## src/rtl/id_exe_stage.sv

```systemverilog
// ID/EX pipeline register for the 5-stage MIPS core: resolves forwarded operands,
// inserts a one-cycle bubble on load-use hazards, and honours flush and hold.
module id_exe_stage #(
    parameter int DW    = 32,
    parameter int CNT_W = 16
) (
    input  logic             clk,
    input  logic             rst_n,
    input  logic             id_valid,
    input  logic [31:0]      id_pc,
    input  logic [4:0]       rs_id,
    input  logic [4:0]       rt_id,
    input  logic [4:0]       rd_id,
    input  logic             uses_rs,
    input  logic             uses_rt,
    input  logic             id_regwrite,
    input  logic [1:0]       id_memread,
    input  logic             id_memwrite,
    input  logic [3:0]       id_aluop,
    input  logic [DW-1:0]    id_imm,
    input  logic [DW-1:0]    rf_rs_data,
    input  logic [DW-1:0]    rf_rt_data,
    input  logic [1:0]       hd_rs,
    input  logic [1:0]       hd_rt,
    input  logic [DW-1:0]    exe_alu_result,
    input  logic [DW-1:0]    mem_alu_result,
    input  logic [DW-1:0]    mem_load_data,
    input  logic [4:0]       rd_exe,
    input  logic             RegWrite_exe,
    input  logic [1:0]       MemRead_exe,
    input  logic             flush,
    input  logic             hold,
    output logic             stall_id,
    output logic             ex_valid,
    output logic [31:0]      ex_pc,
    output logic [DW-1:0]    ex_rs_val,
    output logic [DW-1:0]    ex_rt_val,
    output logic [4:0]       ex_rd,
    output logic             ex_regwrite,
    output logic [1:0]       ex_memread,
    output logic             ex_memwrite,
    output logic [3:0]       ex_aluop,
    output logic [DW-1:0]    ex_imm,
    output logic [CNT_W-1:0] bubble_cnt
);

    localparam logic [0:0] ST_RUN    = 1'b0;
    localparam logic [0:0] ST_STALL1 = 1'b1;

    logic [0:0]       r_state;
    logic             r_ex_valid;
    logic [31:0]      r_ex_pc;
    logic [DW-1:0]    r_ex_rs_val;
    logic [DW-1:0]    r_ex_rt_val;
    logic [4:0]       r_ex_rd;
    logic             r_ex_regwrite;
    logic [1:0]       r_ex_memread;
    logic             r_ex_memwrite;
    logic [3:0]       r_ex_aluop;
    logic [DW-1:0]    r_ex_imm;
    logic [CNT_W-1:0] r_bubble_cnt;

    logic [DW-1:0]    w_rs_val;
    logic [DW-1:0]    w_rt_val;
    logic             w_luh;
    logic             w_luh_run;

    function automatic logic [DW-1:0] sel_operand(
        input logic [4:0]    r,
        input logic [1:0]    sel,
        input logic [DW-1:0] rf,
        input logic [DW-1:0] exe,
        input logic [DW-1:0] mem,
        input logic [DW-1:0] ld
    );
        logic [DW-1:0] v;
        case (sel)
            2'b00:   v = rf;
            2'b01:   v = exe;
            2'b10:   v = mem;
            default: v = ld;
        endcase
        return (r == 5'd0) ? '0 : v;
    endfunction

    always_comb begin
        w_rs_val = sel_operand(rs_id, hd_rs, rf_rs_data, exe_alu_result, mem_alu_result, mem_load_data);
        w_rt_val = sel_operand(rt_id, hd_rt, rf_rt_data, exe_alu_result, mem_alu_result, mem_load_data);
    end

    // In STALL1 the producing load has moved to MEM, so the hazard is already resolved.
    assign w_luh = id_valid && RegWrite_exe && (MemRead_exe != 2'b00) && (rd_exe != 5'd0) &&
                   ((uses_rs && (rs_id == rd_exe)) || (uses_rt && (rt_id == rd_exe)));
    assign w_luh_run = w_luh && (r_state == ST_RUN);

    assign stall_id = rst_n && !flush && (w_luh_run || hold);

    always_ff @(posedge clk) begin
        if (!rst_n) begin
            r_state       <= ST_RUN;
            r_ex_valid    <= 1'b0;
            r_ex_pc       <= '0;
            r_ex_rs_val   <= '0;
            r_ex_rt_val   <= '0;
            r_ex_rd       <= '0;
            r_ex_regwrite <= 1'b0;
            r_ex_memread  <= '0;
            r_ex_memwrite <= 1'b0;
            r_ex_aluop    <= '0;
            r_ex_imm      <= '0;
            r_bubble_cnt  <= '0;
        end else if (hold) begin
            if (flush) begin
                r_state <= ST_RUN;
            end
        end else if (flush || w_luh_run) begin
            r_state       <= flush ? ST_RUN : ST_STALL1;
            r_ex_valid    <= 1'b0;
            r_ex_pc       <= '0;
            r_ex_rs_val   <= '0;
            r_ex_rt_val   <= '0;
            r_ex_rd       <= '0;
            r_ex_regwrite <= 1'b0;
            r_ex_memread  <= '0;
            r_ex_memwrite <= 1'b0;
            r_ex_aluop    <= '0;
            r_ex_imm      <= '0;
            if (!flush && (r_bubble_cnt != '1)) begin
                r_bubble_cnt <= r_bubble_cnt + 1'b1;
            end
        end else begin
            r_state       <= ST_RUN;
            r_ex_valid    <= id_valid;
            r_ex_pc       <= id_pc;
            r_ex_rs_val   <= w_rs_val;
            r_ex_rt_val   <= w_rt_val;
            r_ex_rd       <= rd_id;
            r_ex_regwrite <= id_regwrite;
            r_ex_memread  <= id_memread;
            r_ex_memwrite <= id_memwrite;
            r_ex_aluop    <= id_aluop;
            r_ex_imm      <= id_imm;
        end
    end

    assign ex_valid    = r_ex_valid;
    assign ex_pc       = r_ex_pc;
    assign ex_rs_val   = r_ex_rs_val;
    assign ex_rt_val   = r_ex_rt_val;
    assign ex_rd       = r_ex_rd;
    assign ex_regwrite = r_ex_regwrite;
    assign ex_memread  = r_ex_memread;
    assign ex_memwrite = r_ex_memwrite;
    assign ex_aluop    = r_ex_aluop;
    assign ex_imm      = r_ex_imm;
    assign bubble_cnt  = r_bubble_cnt;

endmodule

```

## config.mk

```make
export PLATFORM = sky130hd
export DESIGN_NAME = id_exe_stage
export DESIGN_NICKNAME = d
export VERILOG_FILES = /design/src/rtl/id_exe_stage.sv
export SDC_FILE = /design/constraint.sdc
export NUM_CORES = 1
export LEC_CHECK = 0
export CAP_MARGIN = 25
export CORE_AREA = 2 2 166 168
export CTS_CLUSTER_SIZE = 20
export DETAILED_ROUTE_END_ITERATION = 6
export DIE_AREA = 0 0 168 170
export DONT_BUFFER_PORTS = 1
export GPL_TIMING_DRIVEN = 0
export SYNTH_ARGS = -nofsm -noshare
export SYNTH_HDL_FRONTEND = slang
export SYNTH_SLANG_ARGS = --single-unit
export TNS_END_PERCENT = 5
```

## constraint.sdc

```tcl
create_clock -name clk -period 4.8 [get_ports clk]
set_clock_uncertainty 0.15 [all_clocks]
set_input_delay 0.72 -clock clk [delete_from_list [all_inputs] [get_ports clk]]
set_output_delay 0.72 -clock clk [all_outputs]
set_load 0.02 [all_outputs]
```

## Word level (Yosys, flattened, before mapping)

Index checks and enable logic that the tools add are counted.

| storage, ports and cells | value |
|---|---|
| flip-flop bits (word level) | 159 |

| operators by class | value |
|---|---|
| $add $sub $neg | 1 |
| eq/ne operators | 8 |
| mux-type cells | 18 |
| bitwise logic cells | 2 |
| reductions and logical operators | 21 |

Operators by type and width:

| operator | number |
|---|---|
| two-way mux 32 bit | 6 |
| one-hot mux 32 bit (3 select lines) | 2 |
| adder 16 x 1 -> 16 bit, second input constant | 1 |
| != test 16 bit, second input constant | 1 |
| equality test 5 bit | 2 |
| logical AND 1 bit | 10 |
| zero test 5 bit | 2 |
| two-way mux 1 bit | 7 |
| two-way mux 5 bit | 1 |
| nonzero test 5 bit | 1 |
| equality test 2 x 1 -> 1 bit, second input constant | 2 |
| equality test 2 bit, second input constant | 2 |
| zero test 2 bit | 2 |
| two-way mux 4 bit | 1 |
| logical OR 1 bit | 3 |
| AND reduction 3 bit | 1 |
| two-way mux 2 bit | 1 |
| != test 2 bit, second input constant | 1 |
| NOT 1 bit | 2 |
| nonzero test 2 bit | 1 |
| zero test 1 bit | 1 |

## Longest topological paths before layout

| depth | value |
|---|---|
| word-level depth | 8 |
| gate-level depth with buffers | 9 |
| mapped depth without buffers | 5 |

## Least setup slack after synthesis

OpenSTA, ideal clock, no wires.

| timing path | value |
|---|---|
| kind | input port to output port |
| start point | input port rd_exe[4] |
| end point | output port stall_id |
| data arrival time | 2.322 ns |
| required time | 3.930 ns |
| path slack | 1.608 ns |
| stages on the path | 7 |
| path buffers | 2 |
| cell sequence | xor2_1 > nor4_2 > a32oi_1 > nand2b_1 > buf_2 > buf_2 > a21boi_0 |

| on the way | value |
|---|---|
| cells in the longest elaborated chain, start to end | 7 |

RTL lines:

| what | line | text |
|---|---|---|
| from (decl) | 28 | `input logic [4:0] rd_exe,` |
| equality test 5 bit | 93 | `((uses_rs && (rs_id == rd_exe)) \|\| (uses_rt && (rt_id == rd_exe)));` |
| logical AND 1 bit | 93 |  |
| logical OR 1 bit | 93 |  |
| logical AND 1 bit * | 92 | `assign w_luh = id_valid && RegWrite_exe && (MemRead_exe != 2'b00) && (rd_exe != 5'd0) &&` |
| logical AND 1 bit * | 94 | `assign w_luh_run = w_luh && (r_state == ST_RUN);` |
| logical OR 1 bit * | 96 | `assign stall_id = rst_n && !flush && (w_luh_run \|\| hold);` |
| logical AND 1 bit * | 96 |  |
| to (decl) | 33 | `output logic stall_id,` |

Every way passes the cells marked *; elsewhere a longest branch is shown, timed or not.

## Worst setup path after layout

Same ends and word-level chain as after synthesis.

==> impl_results.md <==
- Initial antenna violation count: 6
- Leakage power: roughly 2.7 nW
- Worst slew margin: 31.9%
- Area of the multi-input gates: 3490 sq um
- Final Hold Vio Count: 0
- PD cells: 395 nW/um^2
- Routed WL: 26600 um
- CTS Buffer Depth: 2
- Gpl congestion: 0.842
- Syn Nets: around 800
- CTS tree: built
- FF+latch area: 3180 sq um
- Setup TNS: 0 ns
- Grt total ovfl: 0
- H-Tree Depth: 4
- Worst-path maximum fanout: 10
- Layout cell share with drive strength beyond 1: 20.4%
- Mean Syn Cell Area: approximately 13 sq um
- Hpwl dp: between 20000 and 25000 um
- Pin slew with the least headroom to its limit: 1.02 ns
- Synthesized instance count: 539
- Inst Count DP: 882
- Status: completed
- CP Data Required Time: 3.93 ns
- Routed Antenna Nets: 0
- PortBufs: 0
- Distinct cell type count after synthesis: 40
- Core Region: 26700 sq um
- First-pass GRT wire length: 36300 um
- Starting density of the core: about a quarter
- # DRC: 0
- CTS Hold Bufs: 0
- Clock insertion delay at the later pin of the skew report: 0.42 ns
- Area grow syn2layout: 15.3%
- I/O Pins: 425
- DRT iter0 DRCs: 313
- Final non-filler cell area: 8010 sq um
- GRT Total Usage: 17.6%
- Critical path class: in2out
- Post-Syn Area: 6950 sq um
- Die W: 168 um
- CTS Buf Count: 17
- Row count: 60
- Sw frac: between 20 and 30%
- Sequential Power Share: 46.7%
- Vias after detailed routing: about 5400
- Seq/Total Area, Yosys: between 40% and 50%
- Tcrit/Tclk final: 77.1%
- Drt pass-1 iters: 5
- Vias in the first global route: 5399
- Commonest non-fill, non-tap cell in the layout: dfxtp_1
- Routed length per instance: 29.0 um
- Pin count of the biggest net entering global routing: 18
- Root buf cell: clkbuf_16
- Fmax: 270 MHz
- Logic pwr share: 8.7%
- Die height: 170 um
- Net count, final: 827
- Vias per cell: 5.91
- Reg clk slew, reported paths: ~0.08 ns
- Min Clock Period, post-route: 3.70 ns
- Post-Layout Cell Count: 917
- Clock power frac: 44.5%
- Final setup viols: 0
- Pins Over Slew Limit: 0
- Worst vdd ir: 195 uV
- Max Cap Violations: 0
- Synthesis-stage register bit count: 159
- CTS sink count: 159
- Commonest cells after routing, fill and taps aside: dfxtp_1 (159), a22o_1 (78), mux4_2 (64), a32o_1 (64), clkbuf_1 (43)
- DP Area: 7410 sq um
- Postcts setup bufs: 0
- Worst Setup End Kind: primary output
- Net switching power: between 800 and 900 uW
- Die area: between 20000 and 30000 sq um
- CP arrival: about 2.8 ns
- RSZ-0062 raised after global routing: false
- Fillers: 2693
- Worst Hold Class: in2reg
- CTS resizes: 0
- Internal: 2.27 mW
- Overall Power: 3.16 mW
- Synth warn: 0
- Startpoint Class: input pin
-- cell type report --
cell class | count | share of cell area [%]
diodes | 3 | 0.0937
plain buffers | 60 | 3.22
clock buffers | 18 | 5.36
clock inverters | 14 | 2.09
inverters | 5 | 0.234
multi-input cells | 315 | 43.5
flip-flops and latches | 159 | 39.7
well taps | 341 | 5.32
repair buffers | 2 | 0.437
-- metrics by stage --
| stage | util [%] | hold WS, ns | setup WS [ns] |
|---|---|---|---|
| floorplan | - | 0.294 | 1.61 |
| global placement | 27.7 | 0.382 | 1.04 |
| detailed placement | 27.8 | 0.381 | 1.04 |
| CTS | 30.0 | 0.244 | 1.03 |
| global route | 30.1 | 0.240 | 0.919 |
| finish | 30.1 | 0.270 | 1.10 |
-- routing by layer --
layer | track usage [%] | up-vias | share of wire, %
met3 | 7.23 | 44 | 9.6
li1 | - | 2296 | -
met4 | 7.75 | 4 | 3.5
met5 | 0 | - | 0.10
met1 | 19.9 | 2743 | 38
met2 | 29.2 | 334 | 48
-- registers in the layout, summed over array words and instances (netlist names) --
register / cells
ex_rt_val: 32
ex_regwrite: 1
ex_memread: 2
ex_imm: 32
ex_rd: 5
ex_aluop: 4
ex_memwrite: 1
ex_valid: 1
ex_pc: 32
r_state: 1
ex_rs_val: 32
bubble_cnt: 16
-- final timing paths --
path / slack (ns) / end / start / depth (start not counted)
max: 1.10 / stall_id / rd_exe[4] / 7
max reg2reg: 2.11 / bubble_cnt[4] / bubble_cnt[3] / 8
min: 0.27 / ex_pc[28] / id_pc[28] / 1
min reg2reg: 0.38 / r_state / r_state / 2
-- cells in the mapped netlist (all sizes together) --
cell	count	area, sq um
mux2i	3	30.0
nand2	9	33.8
or4	12	90.1
a32o	64	641
a32oi	1	8.76
and4	2	17.5
nor4	3	25.0
or2	1	6.26
nand3b	1	7.51
nor2	8	30.0
o41ai	3	26.3
dfxtp	159	3180
mux4	64	1440
clkbuf	42	158
o311ai	1	8.76
nand3	8	40.0
nor3	3	15.0
o211ai	1	7.51
o21ba	1	10.0
o311a	1	10.0
and3	3	18.8
nand4	4	25.0
buf	18	100
a21oi	13	65.1
nand2b	4	25.0
and2	2	12.5
o31ai	10	75.1
a211o	1	8.76
xor2	8	70.1
a211oi	1	12.5
inv	5	18.8
a22o	78	683
ha	1	12.5
o21ai	1	5.00
xnor2	2	17.5
a21boi	1	7.51
-- worst max-delay path, cell delays in order --
cell      delay (ns)
xor2_1          0.15
nor4_2          0.25
a32oi_1         0.22
nand2b_1        0.30
buf_2           0.25
buf_2           0.26
a21boi_0        0.66
-- power by group through the flow --
stage	registers [mW]	clock network, mW	logic (mW)
6_report	1.48	1.41	0.275
4_1_cts	1.48	1.44	0.278
2_1_floorplan	1.49	0	0.212
5_1_grt	1.48	1.50	0.295
3_5_place_dp	1.51	0	0.277
3_3_place_gp	1.51	0	0.271
-- cells by family (layout without fill, tap and decap cells) --
logic type	count (synthesis)	after routing	synth area share, %
AOI/OAI and AO/OA	177	177	22.6
xor gates and xnor gates	10	10	1.26
adders and majority gates	1	1	0.180
buffers and inverters	65	99	3.98
DFF	159	159	45.8
muxes	67	67	21.2
other	0	3	0
and+or+nand+nor	60	60	4.99
No activity file was read; power rests on OpenSTA's default activity.
